==> config.mk <==
export PLATFORM = sky130hd
export DESIGN_NAME = alien_rect_driver
export DESIGN_NICKNAME = d
export VERILOG_FILES = /design/src/rtl/alien_pkg.sv /design/src/rtl/frame_step_timer.sv /design/src/rtl/alien_rect_driver.sv
export SDC_FILE = /design/constraint.sdc
export NUM_CORES = 1
export LEC_CHECK = 0
export CAP_MARGIN = 20
export CORE_UTILIZATION = 48
export CTS_CLUSTER_DIAMETER = 50
export DETAILED_ROUTE_END_ITERATION = 8
export PLACE_DENSITY = 0.78
export RECOVER_POWER = 25
export SYNTH_ARGS = -nofsm -noshare
export SYNTH_HDL_FRONTEND = slang
export SYNTH_SLANG_ARGS = --single-unit
==> constraint.sdc <==
create_clock -name clk -period 2.8 [get_ports clk]
set_clock_uncertainty 0.15 [all_clocks]
set_input_delay 0.56 -clock clk [delete_from_list [all_inputs] [get_ports clk]]
set_output_delay 0.56 -clock clk [all_outputs]
set_load 0.05 [all_outputs]
==> src/rtl/alien_pkg.sv <==
// Shared constants and types for the alien sprite driver: screen geometry, sprite size and
// the movement FSM state encoding.
package alien_pkg;

    typedef logic [10:0] coord_t;

    localparam int unsigned SpriteCols   = 13;
    localparam int unsigned SpriteRows   = 10;
    localparam int unsigned SpriteScale  = 4;
    localparam int unsigned ObjectWidth  = SpriteCols * SpriteScale;
    localparam int unsigned ObjectHeight = SpriteRows * SpriteScale;
    localparam int unsigned ScreenW      = 640;
    localparam int unsigned BottomY      = 440;

    typedef enum logic [2:0] {
        StMoveRight,
        StMoveLeft,
        StDropThenLeft,
        StDropThenRight,
        StLanded,
        StDead
    } alien_move_t;

endpackage

==> src/rtl/frame_step_timer.sv <==
// Counts enabled frames and emits a one-cycle step pulse every FRAMES_PER_STEP frames.
// The pulse coincides with the startOfFrame cycle that completes the count.
module frame_step_timer #(
    parameter int unsigned FRAMES_PER_STEP = 30
) (
    input  logic clk,
    input  logic resetN,
    input  logic startOfFrame,
    input  logic enable,
    output logic step
);

    localparam int unsigned CntW = (FRAMES_PER_STEP > 1) ? $clog2(FRAMES_PER_STEP) : 1;
    localparam logic [CntW-1:0] CntLast = CntW'(FRAMES_PER_STEP - 1);

    logic [CntW-1:0] cnt_q, cnt_d;
    logic            advance;

    assign advance = startOfFrame && enable;

    always_comb begin
        cnt_d = cnt_q;
        step  = 1'b0;
        if (advance) begin
            if (cnt_q == CntLast) begin
                cnt_d = '0;
                step  = 1'b1;
            end else begin
                cnt_d = cnt_q + 1'b1;
            end
        end
    end

    always_ff @(posedge clk or negedge resetN) begin
        if (!resetN) begin
            cnt_q <= '0;
        end else begin
            cnt_q <= cnt_d;
        end
    end

endmodule

==> src/rtl/alien_rect_driver.sv <==
// Positions one alien sprite, moves it on a frame-synchronous schedule and produces the
// registered inside/offset signals that address the sprite bitmap ROM.
module alien_rect_driver
    import alien_pkg::*;
#(
    parameter int unsigned OBJECT_WIDTH    = ObjectWidth,
    parameter int unsigned OBJECT_HEIGHT   = ObjectHeight,
    parameter int unsigned SCREEN_W        = ScreenW,
    parameter int unsigned BOTTOM_Y        = BottomY,
    parameter int unsigned START_X         = 32,
    parameter int unsigned START_Y         = 32,
    parameter int unsigned STEP_X          = 4,
    parameter int unsigned STEP_Y          = 16,
    parameter int unsigned FRAMES_PER_STEP = 30
) (
    input  logic   clk,
    input  logic   resetN,
    input  logic   startOfFrame,
    input  coord_t pixelX,
    input  coord_t pixelY,
    input  logic   enable,
    input  logic   collision,
    output coord_t offsetX,
    output coord_t offsetY,
    output logic   InsideRectangle,
    output coord_t topLeftX,
    output coord_t topLeftY,
    output logic   alive,
    output logic   landed
);

    alien_move_t state_q, state_d;
    coord_t      x_q, x_d, y_q, y_d;
    coord_t      off_x_q, off_x_d, off_y_q, off_y_d;
    logic        inside_q, inside_d;
    logic        step;
    logic [11:0] y_drop;
    logic [11:0] px, py, tx, ty;

    frame_step_timer #(
        .FRAMES_PER_STEP(FRAMES_PER_STEP)
    ) u_timer (
        .clk         (clk),
        .resetN      (resetN),
        .startOfFrame(startOfFrame),
        .enable      (enable),
        .step        (step)
    );

    assign alive  = (state_q != StDead);
    assign landed = (state_q == StLanded);

    // Collision outranks a coincident step; LANDED and DEAD are terminal until reset.
    always_comb begin
        state_d = state_q;
        x_d     = x_q;
        y_d     = y_q;
        y_drop  = {1'b0, y_q} + 12'(STEP_Y);
        if (collision && state_q != StLanded && state_q != StDead) begin
            state_d = StDead;
        end else if (step) begin
            case (state_q)
                StMoveRight: begin
                    if ({1'b0, x_q} + 12'(OBJECT_WIDTH + STEP_X) > 12'(SCREEN_W)) begin
                        state_d = StDropThenLeft;
                    end else begin
                        x_d = x_q + 11'(STEP_X);
                    end
                end
                StMoveLeft: begin
                    if (x_q < 11'(STEP_X)) begin
                        state_d = StDropThenRight;
                    end else begin
                        x_d = x_q - 11'(STEP_X);
                    end
                end
                StDropThenLeft, StDropThenRight: begin
                    y_d = y_drop[10:0];
                    if (y_drop + 12'(OBJECT_HEIGHT) >= 12'(BOTTOM_Y)) begin
                        state_d = StLanded;
                    end else if (state_q == StDropThenLeft) begin
                        state_d = StMoveLeft;
                    end else begin
                        state_d = StMoveRight;
                    end
                end
                default: ;
            endcase
        end
    end

    // 12-bit compares so topLeft + size cannot wrap past 2047.
    always_comb begin
        px       = {1'b0, pixelX};
        py       = {1'b0, pixelY};
        tx       = {1'b0, x_q};
        ty       = {1'b0, y_q};
        inside_d = alive && (px >= tx) && (px < tx + 12'(OBJECT_WIDTH))
                         && (py >= ty) && (py < ty + 12'(OBJECT_HEIGHT));
        off_x_d  = inside_d ? (pixelX - x_q) : '0;
        off_y_d  = inside_d ? (pixelY - y_q) : '0;
    end

    always_ff @(posedge clk or negedge resetN) begin
        if (!resetN) begin
            state_q  <= StMoveRight;
            x_q      <= 11'(START_X);
            y_q      <= 11'(START_Y);
            inside_q <= 1'b0;
            off_x_q  <= '0;
            off_y_q  <= '0;
        end else begin
            state_q  <= state_d;
            x_q      <= x_d;
            y_q      <= y_d;
            inside_q <= inside_d;
            off_x_q  <= off_x_d;
            off_y_q  <= off_y_d;
        end
    end

    assign offsetX         = off_x_q;
    assign offsetY         = off_y_q;
    assign InsideRectangle = inside_q;
    assign topLeftX        = x_q;
    assign topLeftY        = y_q;

endmodule
Word level (Yosys, flattened, before mapping)
Cells that the tools add are included.
- output and inout bits: 47
- register bits after elaboration: 53
- input port bits: 27
- word-level logic and storage cells: 66
- equality and inequality tests: 11
- bitwise operators: 1
- magnitude comparators: 7
- $add $sub $neg: 10
- reductions and logical operators: 15
- muxes and demuxes: 15
- operator list (kind ; number):
    11-bit two-way mux ; 4
    11-bit by 6-bit adder with 12-bit output, second input constant ; 3
    11-bit by 12-bit < comparator with 1-bit output ; 2
    11-bit greater-or-equal comparator ; 2
    11-bit case mux with 2 select lines ; 1
    11-bit subtractor ; 2
    3-bit two-way mux ; 5
    11-bit by 5-bit adder with 12-bit output, second input constant ; 1
    12-bit by 6-bit adder with 12-bit output, second input constant ; 1
    12-bit by 9-bit greater-or-equal comparator with 1-bit output, second input constant ; 1
    12-bit by 10-bit > comparator with 1-bit output, second input constant ; 1
    3-bit inequality test, second input constant ; 4
    11-bit by 3-bit adder with 11-bit output, second input constant ; 1
    11-bit by 3-bit < comparator with 1-bit output, second input constant ; 1
    11-bit by 3-bit subtractor with 11-bit output, second input constant ; 1
    3-bit case mux with 3 select lines ; 1
    1-bit logical AND ; 7
    3-bit by 2-bit equality test with 1-bit output, second input constant ; 2
    5-bit by 1-bit adder with 5-bit output, second input constant ; 1
    5-bit equality test, second input constant ; 1
    5-bit two-way mux ; 1
    5-bit AND reduction ; 1
    2-bit inequality test, second input constant ; 2
    4-bit AND reduction ; 1
    other kinds (9) ; 12

Longest topological paths before layout
Gate-level depths: netlist of run 1.
- word-level depth: 7
- mapped depth: 14
- mapped depth without buffers: 12

By module
Synthesis of run 1 repeated with hierarchy kept, for this count alone.
- cell total of the unflattened synthesis: 408
- area, all modules: 3626.0 um2
- modules (own cells, without submodules) (module ; cells each ; times used ; sequential area each (um2) ; area each (um2)):
    alien_rect_driver ; 378 ; 1 ; 1053.5 ; 3353.2
    frame_step_timer ; 30 ; 1 ; 125.1 ; 272.8

Worst setup path after synthesis of run 1
Ideal clock, no wire load.
- path kind: reg-to-reg
- start: register x_q[4] (netlist: topLeftX[4])
- end: register off_x_q[5] (netlist: offsetX[5])
- setup time: 107 ps
- cell stages (with the launch flop): 12
- clock period less this slack: 3098 ps
- path slack: -298 ps
- buffers on the path: 1
- required time: 2543 ps
- arrival: 2841 ps
- cells stage by stage: dfrtp_1 > buf_4 > inv_1 > ha_1 > nand2_1 > a21boi_1 > xnor2_1 > ha_1 > a2111o_1 > o21ai_2 > nand3_4 > a2111oi_4
- word-level cells in the longest chain between the ends: 6
- elaborated cells between the ends (all ways): 9
- classes of those cells: add/sub: 2; order compare: 2; mux: 1; reduce/logical: 4
- RTL lines (what ; line ; source):
    from (decl) ; alien_rect_driver.sv:33 ; coord_t x_q, x_d, y_q, y_d;
    from (signal assigned) ; alien_rect_driver.sv:107 ; x_q <= 11'(START_X);
    11-bit by 6-bit adder with 12-bit output or 11-bit greater-or-equal comparator (tied branches) ; alien_rect_driver.sv:98 ; inside_d = alive && (px >= tx) && (px < tx + 12'(OBJECT_WIDTH))
    11-bit by 12-bit < comparator with 1-bit output or 1-bit logical AND (tied branches) ; alien_rect_driver.sv:98 ;
    1-bit logical AND ; alien_rect_driver.sv:98 ;
    1-bit logical AND (2 in series) ; alien_rect_driver.sv:99 ; && (py >= ty) && (py < ty + 12'(OBJECT_HEIGHT));
    11-bit two-way mux * ; alien_rect_driver.sv:100 ; off_x_d = inside_d ? (pixelX - x_q) : '0;
    named net off_x_d[5] ; alien_rect_driver.sv:34 ; coord_t off_x_q, off_x_d, off_y_q, off_y_d;
    to (signal assigned) ; alien_rect_driver.sv:110 ; off_x_q <= '0;
    to (signal assigned) ; alien_rect_driver.sv:117 ; off_x_q <= off_x_d;
    to (decl) ; alien_rect_driver.sv:34 ;
Mark *: on every way through the listed nets, which the timed path passes. The rest lies on a longest branch.
A chain may end at the register's enable or synchronous reset.

Final worst setup path of run 1
- start: register y_q[5] (netlist: topLeftY[5])
- end: register off_x_q[7] (netlist: offsetX[7])
- word-level cells in the longest chain between the ends: 4
- elaborated cells between the ends (all ways): 6
- classes of those cells: add/sub: 1; order compare: 2; mux: 1; reduce/logical: 2
- RTL lines (what ; line ; source):
    from (decl) ; alien_rect_driver.sv:33 ;
    from (signal assigned) ; alien_rect_driver.sv:108 ; y_q <= 11'(START_Y);
    from (signal assigned) ; alien_rect_driver.sv:115 ; y_q <= y_d;
    11-bit by 6-bit adder with 12-bit output or 11-bit greater-or-equal comparator (tied branches) ; alien_rect_driver.sv:99 ;
    11-bit by 12-bit < comparator with 1-bit output or 1-bit logical AND (tied branches) ; alien_rect_driver.sv:99 ;
    1-bit logical AND * ; alien_rect_driver.sv:99 ;
    11-bit two-way mux * ; alien_rect_driver.sv:100 ;
    named net off_x_d[7] ; alien_rect_driver.sv:34 ;
Marked as above.

==> flow_results.xml, run 1 <==
<?xml version="1.0" encoding="UTF-8"?>
<metrics>
  <group name="global_route">
    <metric name="global_route.overflow_total" unit="">0</metric>
    <metric name="first_global_vias" unit="">3338</metric>
    <metric name="grt_util_all_layers" unit="">0.238</metric>
    <metric name="global_route_wire_length_before_repair" unit="mm">15.9</metric>
    <metric name="grt_start_max_net_pins" unit="">28</metric>
    <metric name="antenna_found_initial" unit="">0</metric>
  </group>
  <group name="synth">
    <metric name="yosys_most_used_dff" unit="">dfrtp_1</metric>
    <metric name="netlist.top_cell.by_area" unit="">dfrtp_1</metric>
    <metric name="synth_top_cell_area_share" unit="">0.293</metric>
    <metric name="ys_async_sr_fraction" unit="">1.00</metric>
    <metric name="synth_top_cells_by_area" unit="">dfrtp_1 (29%), ha_1 (15%), xnor2_1 (8.0%)</metric>
    <metric name="synth.cell_area" unit="um^2">3840</metric>
    <metric name="commonest_cells_in_the_synthesized_netlist" unit="">dfrtp_1 (45), ha_1 (45), xnor2_1 (35), nor2_1 (29), inv_1 (28)</metric>
    <metric name="syn_avg_cell_area" unit="um^2">9.64</metric>
    <metric name="synth_edf_count" unit="">0</metric>
    <metric name="synth.yosys.seq_area_share" unit="">0.307</metric>
    <metric name="synthDistinctLibCells" unit="">70</metric>
    <metric name="synthCells" unit="">399</metric>
    <metric name="yosysWarningCount" unit="">0</metric>
    <metric name="synth.ff_latch_count" unit="">47</metric>
  </group>
  <group name="floorplan">
    <metric name="die-area" unit="um^2">8370</metric>
    <metric name="core_area" unit="um^2">7730</metric>
    <metric name="initial_core_util" unit="">0.498</metric>
    <metric name="die_height" unit="um">91.5</metric>
    <metric name="top_level_port_count" unit="">74</metric>
    <metric name="chipWidth" unit="um">91.5</metric>
    <metric name="core.rowCount" unit="">32</metric>
  </group>
  <group name="route">
    <metric name="drt_pass1_iterations" unit="">4</metric>
    <metric name="drt-vias-per-instance" unit="">5.46</metric>
    <metric name="routed_wire_length_per_instance" unit="um">16.2</metric>
    <metric name="dr_total_vias" unit="">3339</metric>
    <metric name="drt-initial-drc-count" unit="">105</metric>
    <metric name="post-route-drc-count" unit="">0</metric>
    <metric name="ant_nets" unit="">0</metric>
    <metric name="wirelength" unit="mm">9.90</metric>
  </group>
  <group name="sta">
    <metric name="timing.fmax" unit="MHz">356</metric>
    <metric name="finalSetupViolations" unit="">4</metric>
    <metric name="relSlewSlack" unit="">-0.0549</metric>
    <metric name="final_min_period_over_clock_period" unit="">1.00</metric>
    <metric name="timing.final.crit_period" unit="ns">2.81</metric>
    <metric name="hold_violations" unit="">0</metric>
    <metric name="fin_ws" unit="ns">-0.00636</metric>
    <metric name="final.hold.worst_slack" unit="ns">0.329</metric>
    <metric name="timing.final.max_slew_violations" unit="">28</metric>
    <metric name="grt_setup_unrepaired" unit="">yes</metric>
    <metric name="tightest_slew" unit="ns">1.58</metric>
  </group>
  <group name="placed_design">
    <metric name="place.detailed.hpwl" unit="mm">7.56</metric>
    <metric name="port_buffers" unit="">67</metric>
    <metric name="placed_cells" unit="">599</metric>
    <metric name="detailed_place.area" unit="um^2">4900</metric>
    <metric name="place.gp.congestion" unit="">0.887</metric>
  </group>
  <group name="layout">
    <metric name="final_core_utilization" unit="">0.659</metric>
    <metric name="num-nets-final" unit="">582</metric>
    <metric name="flow.area_growth_from_synthesis" unit="%">32.5</metric>
    <metric name="final_layout_size_suffix_gt1_frac" unit="">0.216</metric>
    <metric name="final_non_filler_cell_area" unit="um^2">5090</metric>
    <metric name="post_layout_nonfiller_instances" unit="">611</metric>
    <metric name="insertedDiodeCount" unit="">0</metric>
  </group>
  <group name="clock_network">
    <metric name="cts_max_path_buffers" unit="">2</metric>
    <metric name="clock_pin_slew_on_the_worst_setup_and_hold_paths" unit="ns">0.10</metric>
    <metric name="cts.sink_count" unit="">47</metric>
    <metric name="cts_tree" unit="">yes</metric>
    <metric name="cts_buffers" unit="">5</metric>
    <metric name="worst_skew_pair.late_latency" unit="ns">0.30</metric>
    <metric name="htreeDepth" unit="">2</metric>
    <metric name="clock_tree.root_cell" unit="">clkbuf_8</metric>
    <metric name="cts_hold_buf" unit="">0</metric>
  </group>
  <group name="flow_run">
    <metric name="cap_violations" unit="">1</metric>
  </group>
  <group name="critical_path">
    <metric name="cp-end-kind" unit="">register</metric>
    <metric name="worstSetupPathType" unit="">reg -&gt; reg</metric>
    <metric name="cp_data_arrival_time" unit="ns">2.89</metric>
    <metric name="r2r.worst_path.cells" unit="">11</metric>
    <metric name="cp_max_fo" unit="">10</metric>
    <metric name="timing.critical_path.required" unit="ns">2.88</metric>
    <metric name="critical_path.startpoint_type" unit="">register</metric>
  </group>
  <group name="pwr">
    <metric name="power-per-cell-area" unit="nW/um^2">304</metric>
    <metric name="total_power" unit="mW">1.55</metric>
    <metric name="vdd_ir_drop_max" unit="mV">0.222</metric>
    <metric name="power.leakage" unit="nW">2.13</metric>
  </group>
  <group name="outcome">
    <metric name="violations" unit="">capacitance limit, slew limit, setup timing</metric>
    <metric name="status" unit="">finished, violations left</metric>
  </group>
  <group name="hold_path">
    <metric name="min_path_type" unit="">reg -&gt; reg</metric>
    <metric name="hold_depth" unit="">1</metric>
  </group>
</metrics>
[critical path, stage by stage, from the launching register on]
cell	delay, ns
dfstp_4	0.63
ha_4	0.15
nand3_4	0.08
xnor2_2	0.14
ha_1	0.31
a211oi_2	0.23
nand2_1	0.07
a31o_2	0.22
a32oi_2	0.21
nand3_4	0.16
buf_6	0.20
nor3_2	0.17
[flip-flops by register name (all words and copies together), names as in the netlist]
| register | flops |
|---|---|
| InsideRectangle | 1 |
| offsetX | 11 |
| offsetY | 11 |
| state_q | 3 |
| topLeftX | 9 |
| topLeftY | 7 |
| u_timer.cnt_q | 5 |
[layer usage]
metal | part of all wire | GRT usage | wire length [um]
met5 | 0 | 0 | 0
met4 | 0.028 | 0.0847 | 280
met3 | 0.038 | 0.0335 | 380
met2 | 0.49 | 0.412 | 4850
met1 | 0.44 | 0.302 | 4380
[layout by cell type (no fill, tap or decap), types with 8 or more instances in the layout]
master            n
a21oi_1          17
buf_4            45
clkdlybuf4s50_1  66
dfrtp_1          40
ha_1             44
inv_1            27
nand2_1          21
nand3_1          14
nor2_1           29
nor3_2           11
nor3b_2           9
o21a_1            8
o21ai_0          16
xnor2_1          34
[final cells by class]
| type | count | area [um^2] |
|---|---|---|
| clock inverter | 3 | 46.3 |
| sequential | 47 | 1190 |
| multi-input combinational | 306 | 2480 |
| tap | 102 | 128 |
| inverter | 31 | 119 |
| timing repair buffer | 117 | 1060 |
| fill | 613 | 2630 |
| clock buffer | 5 | 68.8 |
[repair_timing]
| action | 4_1_cts | 5_1_grt |
|---|---|---|
| gates resized for setup | 0 | 9 |
| setup buffers | 2 | 2 |
| pin swaps | 1 | 3 |
| setup endpoints to repair | 7 | 23 |
| gates cloned | 0 | 0 |
[cell families after synthesis]
group | Yosys count | synth area share
muxes | 1 | 0.00260
AOI/OAI and AO/OA | 88 | 0.170
other | 1 | 0.000975
adders and majority gates | 48 | 0.159
buffers and inverters | 51 | 0.0677
and+or+nand+nor | 124 | 0.204
xor gates and xnor gates | 39 | 0.0888
DFF | 47 | 0.307
[power by group]
group | total, mW | leakage (nW) | internal [mW] | switching [mW]
clock network | 0.523 | 0.0548 | 0.269 | 0.254
registers | 0.731 | 0.579 | 0.705 | 0.0257
logic | 0.293 | 1.50 | 0.133 | 0.160
total | 1.55 | 2.13 | 1.11 | 0.440
[path summary, 6_finish.rpt]
kind	start	to	slack, ns
max in group asynchronous	resetN	offsetY[7]$_DFF_PN0_	0.84
setup / recovery	topLeftY[5]$_DFFE_PN1P_	offsetX[7]$_DFF_PN0_	-0.006
hold reg to reg	u_timer.cnt_q[4]$_DFFE_PN0P_	u_timer.cnt_q[4]$_DFFE_PN0P_	0.33
min in group asynchronous	resetN	topLeftX[4]$_DFFE_PN0P_	0.49
hold / removal	u_timer.cnt_q[4]$_DFFE_PN0P_	u_timer.cnt_q[4]$_DFFE_PN0P_	0.33
setup reg to reg	topLeftY[5]$_DFFE_PN1P_	offsetX[7]$_DFF_PN0_	-0.006
[stage by stage]
stage	setup TNS (ns)	setup slack (ns)
4_1_cts	-0.0478	-0.0184
2_1_floorplan	0	0.00160
6_report	-0.0147	-0.00636
5_1_grt	-2.27	-0.136
3_5_place_dp	-2.09	-0.122
3_3_place_gp	-0.625	-0.0491
Power figures use the tool's default switching activity.
==> inputs of run 2 (changes only) <==
--- a/config.mk
+++ b/config.mk
@@ -6,10 +6,11 @@
 export NUM_CORES = 1
 export LEC_CHECK = 0
 export CAP_MARGIN = 20
-export CORE_UTILIZATION = 48
+export CORE_UTILIZATION = 45
 export CTS_CLUSTER_DIAMETER = 50
 export DETAILED_ROUTE_END_ITERATION = 8
-export PLACE_DENSITY = 0.78
+export MAX_ROUTING_LAYER = met4
+export PLACE_DENSITY = 0.74
 export RECOVER_POWER = 25
 export SYNTH_ARGS = -nofsm -noshare
 export SYNTH_HDL_FRONTEND = slang
==> flow_results.xml, run 2 (synthesis results as in run 1) <==
<?xml version="1.0" encoding="UTF-8"?>
<metrics>
  <group name="global_route">
    <metric name="global_route_wire_length_before_repair" unit="mm">15.6</metric>
    <metric name="grt_start_max_net_pins" unit="">28</metric>
    <metric name="grt_util_all_layers" unit="">0.228</metric>
    <metric name="antenna_found_initial" unit="">0</metric>
    <metric name="first_global_vias" unit="">3333</metric>
    <metric name="global_route.overflow_total" unit="">0</metric>
  </group>
  <group name="outcome">
    <metric name="violations" unit="">capacitance limit, slew limit, setup timing</metric>
    <metric name="status" unit="">finished, violations left</metric>
  </group>
  <group name="floorplan">
    <metric name="chipWidth" unit="um">94.4</metric>
    <metric name="top_level_port_count" unit="">74</metric>
    <metric name="core.rowCount" unit="">33</metric>
    <metric name="die_height" unit="um">94.4</metric>
    <metric name="core_area" unit="um^2">8260</metric>
    <metric name="die-area" unit="um^2">8920</metric>
    <metric name="initial_core_util" unit="">0.466</metric>
  </group>
  <group name="sta">
    <metric name="final_min_period_over_clock_period" unit="">1.02</metric>
    <metric name="hold_violations" unit="">0</metric>
    <metric name="relSlewSlack" unit="">-0.000292</metric>
    <metric name="timing.final.crit_period" unit="ns">2.86</metric>
    <metric name="timing.final.max_slew_violations" unit="">27</metric>
    <metric name="fin_ws" unit="ns">-0.0563</metric>
    <metric name="timing.fmax" unit="MHz">350</metric>
    <metric name="finalSetupViolations" unit="">17</metric>
    <metric name="grt_setup_unrepaired" unit="">yes</metric>
    <metric name="tightest_slew" unit="ns">1.50</metric>
  </group>
  <group name="clock_network">
    <metric name="htreeDepth" unit="">2</metric>
    <metric name="worst_skew_pair.late_latency" unit="ns">0.31</metric>
    <metric name="clock_tree.root_cell" unit="">clkbuf_8</metric>
    <metric name="cts_tree" unit="">yes</metric>
    <metric name="cts_max_path_buffers" unit="">2</metric>
    <metric name="cts.sink_count" unit="">47</metric>
    <metric name="clock_pin_slew_on_the_worst_setup_and_hold_paths" unit="ns">0.09</metric>
    <metric name="cts_hold_buf" unit="">0</metric>
    <metric name="cts_buffers" unit="">5</metric>
  </group>
  <group name="route">
    <metric name="drt-initial-drc-count" unit="">130</metric>
    <metric name="wirelength" unit="mm">9.34</metric>
    <metric name="ant_nets" unit="">0</metric>
    <metric name="dr_total_vias" unit="">3312</metric>
    <metric name="drt_pass1_iterations" unit="">4</metric>
    <metric name="drt-vias-per-instance" unit="">5.36</metric>
    <metric name="post-route-drc-count" unit="">0</metric>
    <metric name="routed_wire_length_per_instance" unit="um">15.1</metric>
  </group>
  <group name="critical_path">
    <metric name="timing.critical_path.required" unit="ns">2.86</metric>
    <metric name="worstSetupPathType" unit="">reg -&gt; reg</metric>
    <metric name="cp_max_fo" unit="">7</metric>
    <metric name="critical_path.startpoint_type" unit="">register</metric>
    <metric name="cp_data_arrival_time" unit="ns">2.91</metric>
    <metric name="cp-end-kind" unit="">register</metric>
  </group>
  <group name="placed_design">
    <metric name="place.detailed.hpwl" unit="mm">7.29</metric>
    <metric name="place.gp.congestion" unit="">0.931</metric>
    <metric name="port_buffers" unit="">67</metric>
    <metric name="placed_cells" unit="">604</metric>
  </group>
  <group name="layout">
    <metric name="area_of_the_multi_input_gates" unit="um^2">2480</metric>
    <metric name="insertedDiodeCount" unit="">0</metric>
    <metric name="final_layout_size_suffix_gt1_frac" unit="">0.222</metric>
    <metric name="fillerInstances" unit="">690</metric>
    <metric name="final_core_utilization" unit="">0.623</metric>
    <metric name="num-nets-final" unit="">586</metric>
    <metric name="post_layout_nonfiller_instances" unit="">618</metric>
    <metric name="most_frequent_standard_cell_in_the_layout_excluding_fill_and_tap_cells" unit="">clkdlybuf4s50_1</metric>
    <metric name="layout.cells.most_common_list" unit="">clkdlybuf4s50_1 (66), buf_4 (49), ha_1 (44)</metric>
    <metric name="flow.area_growth_from_synthesis" unit="%">33.8</metric>
    <metric name="sequential_cell_area" unit="um^2">1190</metric>
  </group>
  <group name="pwr">
    <metric name="power.leakage" unit="nW">2.17</metric>
    <metric name="power-per-cell-area" unit="nW/um^2">314</metric>
    <metric name="vdd_ir_drop_max" unit="mV">0.231</metric>
  </group>
  <group name="flow_run">
    <metric name="cap_violations" unit="">1</metric>
  </group>
  <group name="hold_path">
    <metric name="min_path_type" unit="">reg -&gt; reg</metric>
  </group>
</metrics>
run 2: cell types whose count changed in the layout (fill, tap and decap cells not counted), sizes merged:
cell / change
inv: -1
clkinvlp: -1
buf: +4
bufinv: +1
clkbuf: +1
run 2: cell type report:
class | count | area share
clock buffer | 6 | 0.0141
multi-input combinational | 306 | 0.482
tap | 105 | 0.0255
sequential | 47 | 0.231
timing repair buffer | 121 | 0.213
inverter | 31 | 0.0231
clock inverter | 2 | 0.0117
run 2: stage by stage:
step                hold slack [ns]  instance area (um^2)  setup TNS, ns  setup slack (ns)  power (mW)
global placement              0.313                  4920          -1.39           -0.0799        1.02
finish                        0.337                  5140         -0.565           -0.0563        1.61
floorplan                     0.114                  3900              0           0.00160       0.910
CTS                           0.133                  5090      -0.000412         -0.000412        1.63
detailed placement            0.324                  4920          -1.72            -0.108        1.03
global route                  0.398                  5140          -2.50            -0.147        1.68
run 2: per-layer routing:
layer | routed length (um) | GRT usage
met1 | 4180 | 0.278
met2 | 4650 | 0.397
met3 | 378 | 0.0322
met4 | 140 | 0.0538
met5 | 0 | -
run 2: worst paths after layout:
| check | to | cells after the start | slack [ns] | startpoint |
|---|---|---|---|---|
| min in group asynchronous | topLeftX[7]$_DFFE_PN0P_ | 1 | 0.45 | resetN |
| max in group asynchronous | offsetY[9]$_DFF_PN0_ | 2 | 0.80 | resetN |
| hold reg to reg | u_timer.cnt_q[4]$_DFFE_PN0P_ | 1 | 0.34 | u_timer.cnt_q[4]$_DFFE_PN0P_ |
| hold / removal | u_timer.cnt_q[4]$_DFFE_PN0P_ | 1 | 0.34 | u_timer.cnt_q[4]$_DFFE_PN0P_ |
| setup reg to reg | offsetX[5]$_DFF_PN0_ | 10 | -0.06 | topLeftY[5]$_DFFE_PN1P_ |
| setup / recovery | offsetX[5]$_DFF_PN0_ | 10 | -0.06 | topLeftY[5]$_DFFE_PN1P_ |
run 2: repair_timing:
action                                  4_1_cts  5_1_grt
pin swaps                                     2        7
buffers inserted                              2        4
gates cloned                                  0        0
gates resized for setup                       6        4
endpoints found under the setup margin       19       23
run 2: power breakdown:
group,leakage [nW],total (mW),switching (mW),internal (mW)
sequential,0.579,0.733,0.0282,0.705
combinational,1.53,0.288,0.155,0.132
clock,0.0654,0.594,0.237,0.357
total,2.17,1.61,0.421,1.19
run 2: critical path, cell delays in order, from the launching register on:
cell and delay (ns):
dfstp_4 0.64, ha_4 0.16, nand3_4 0.09, xnor2_2 0.15, ha_1 0.30, a211oi_2 0.17, nand2_1 0.07, a31o_2 0.23
a32oi_2 0.27, nand3_4 0.19, a2111oi_4 0.34
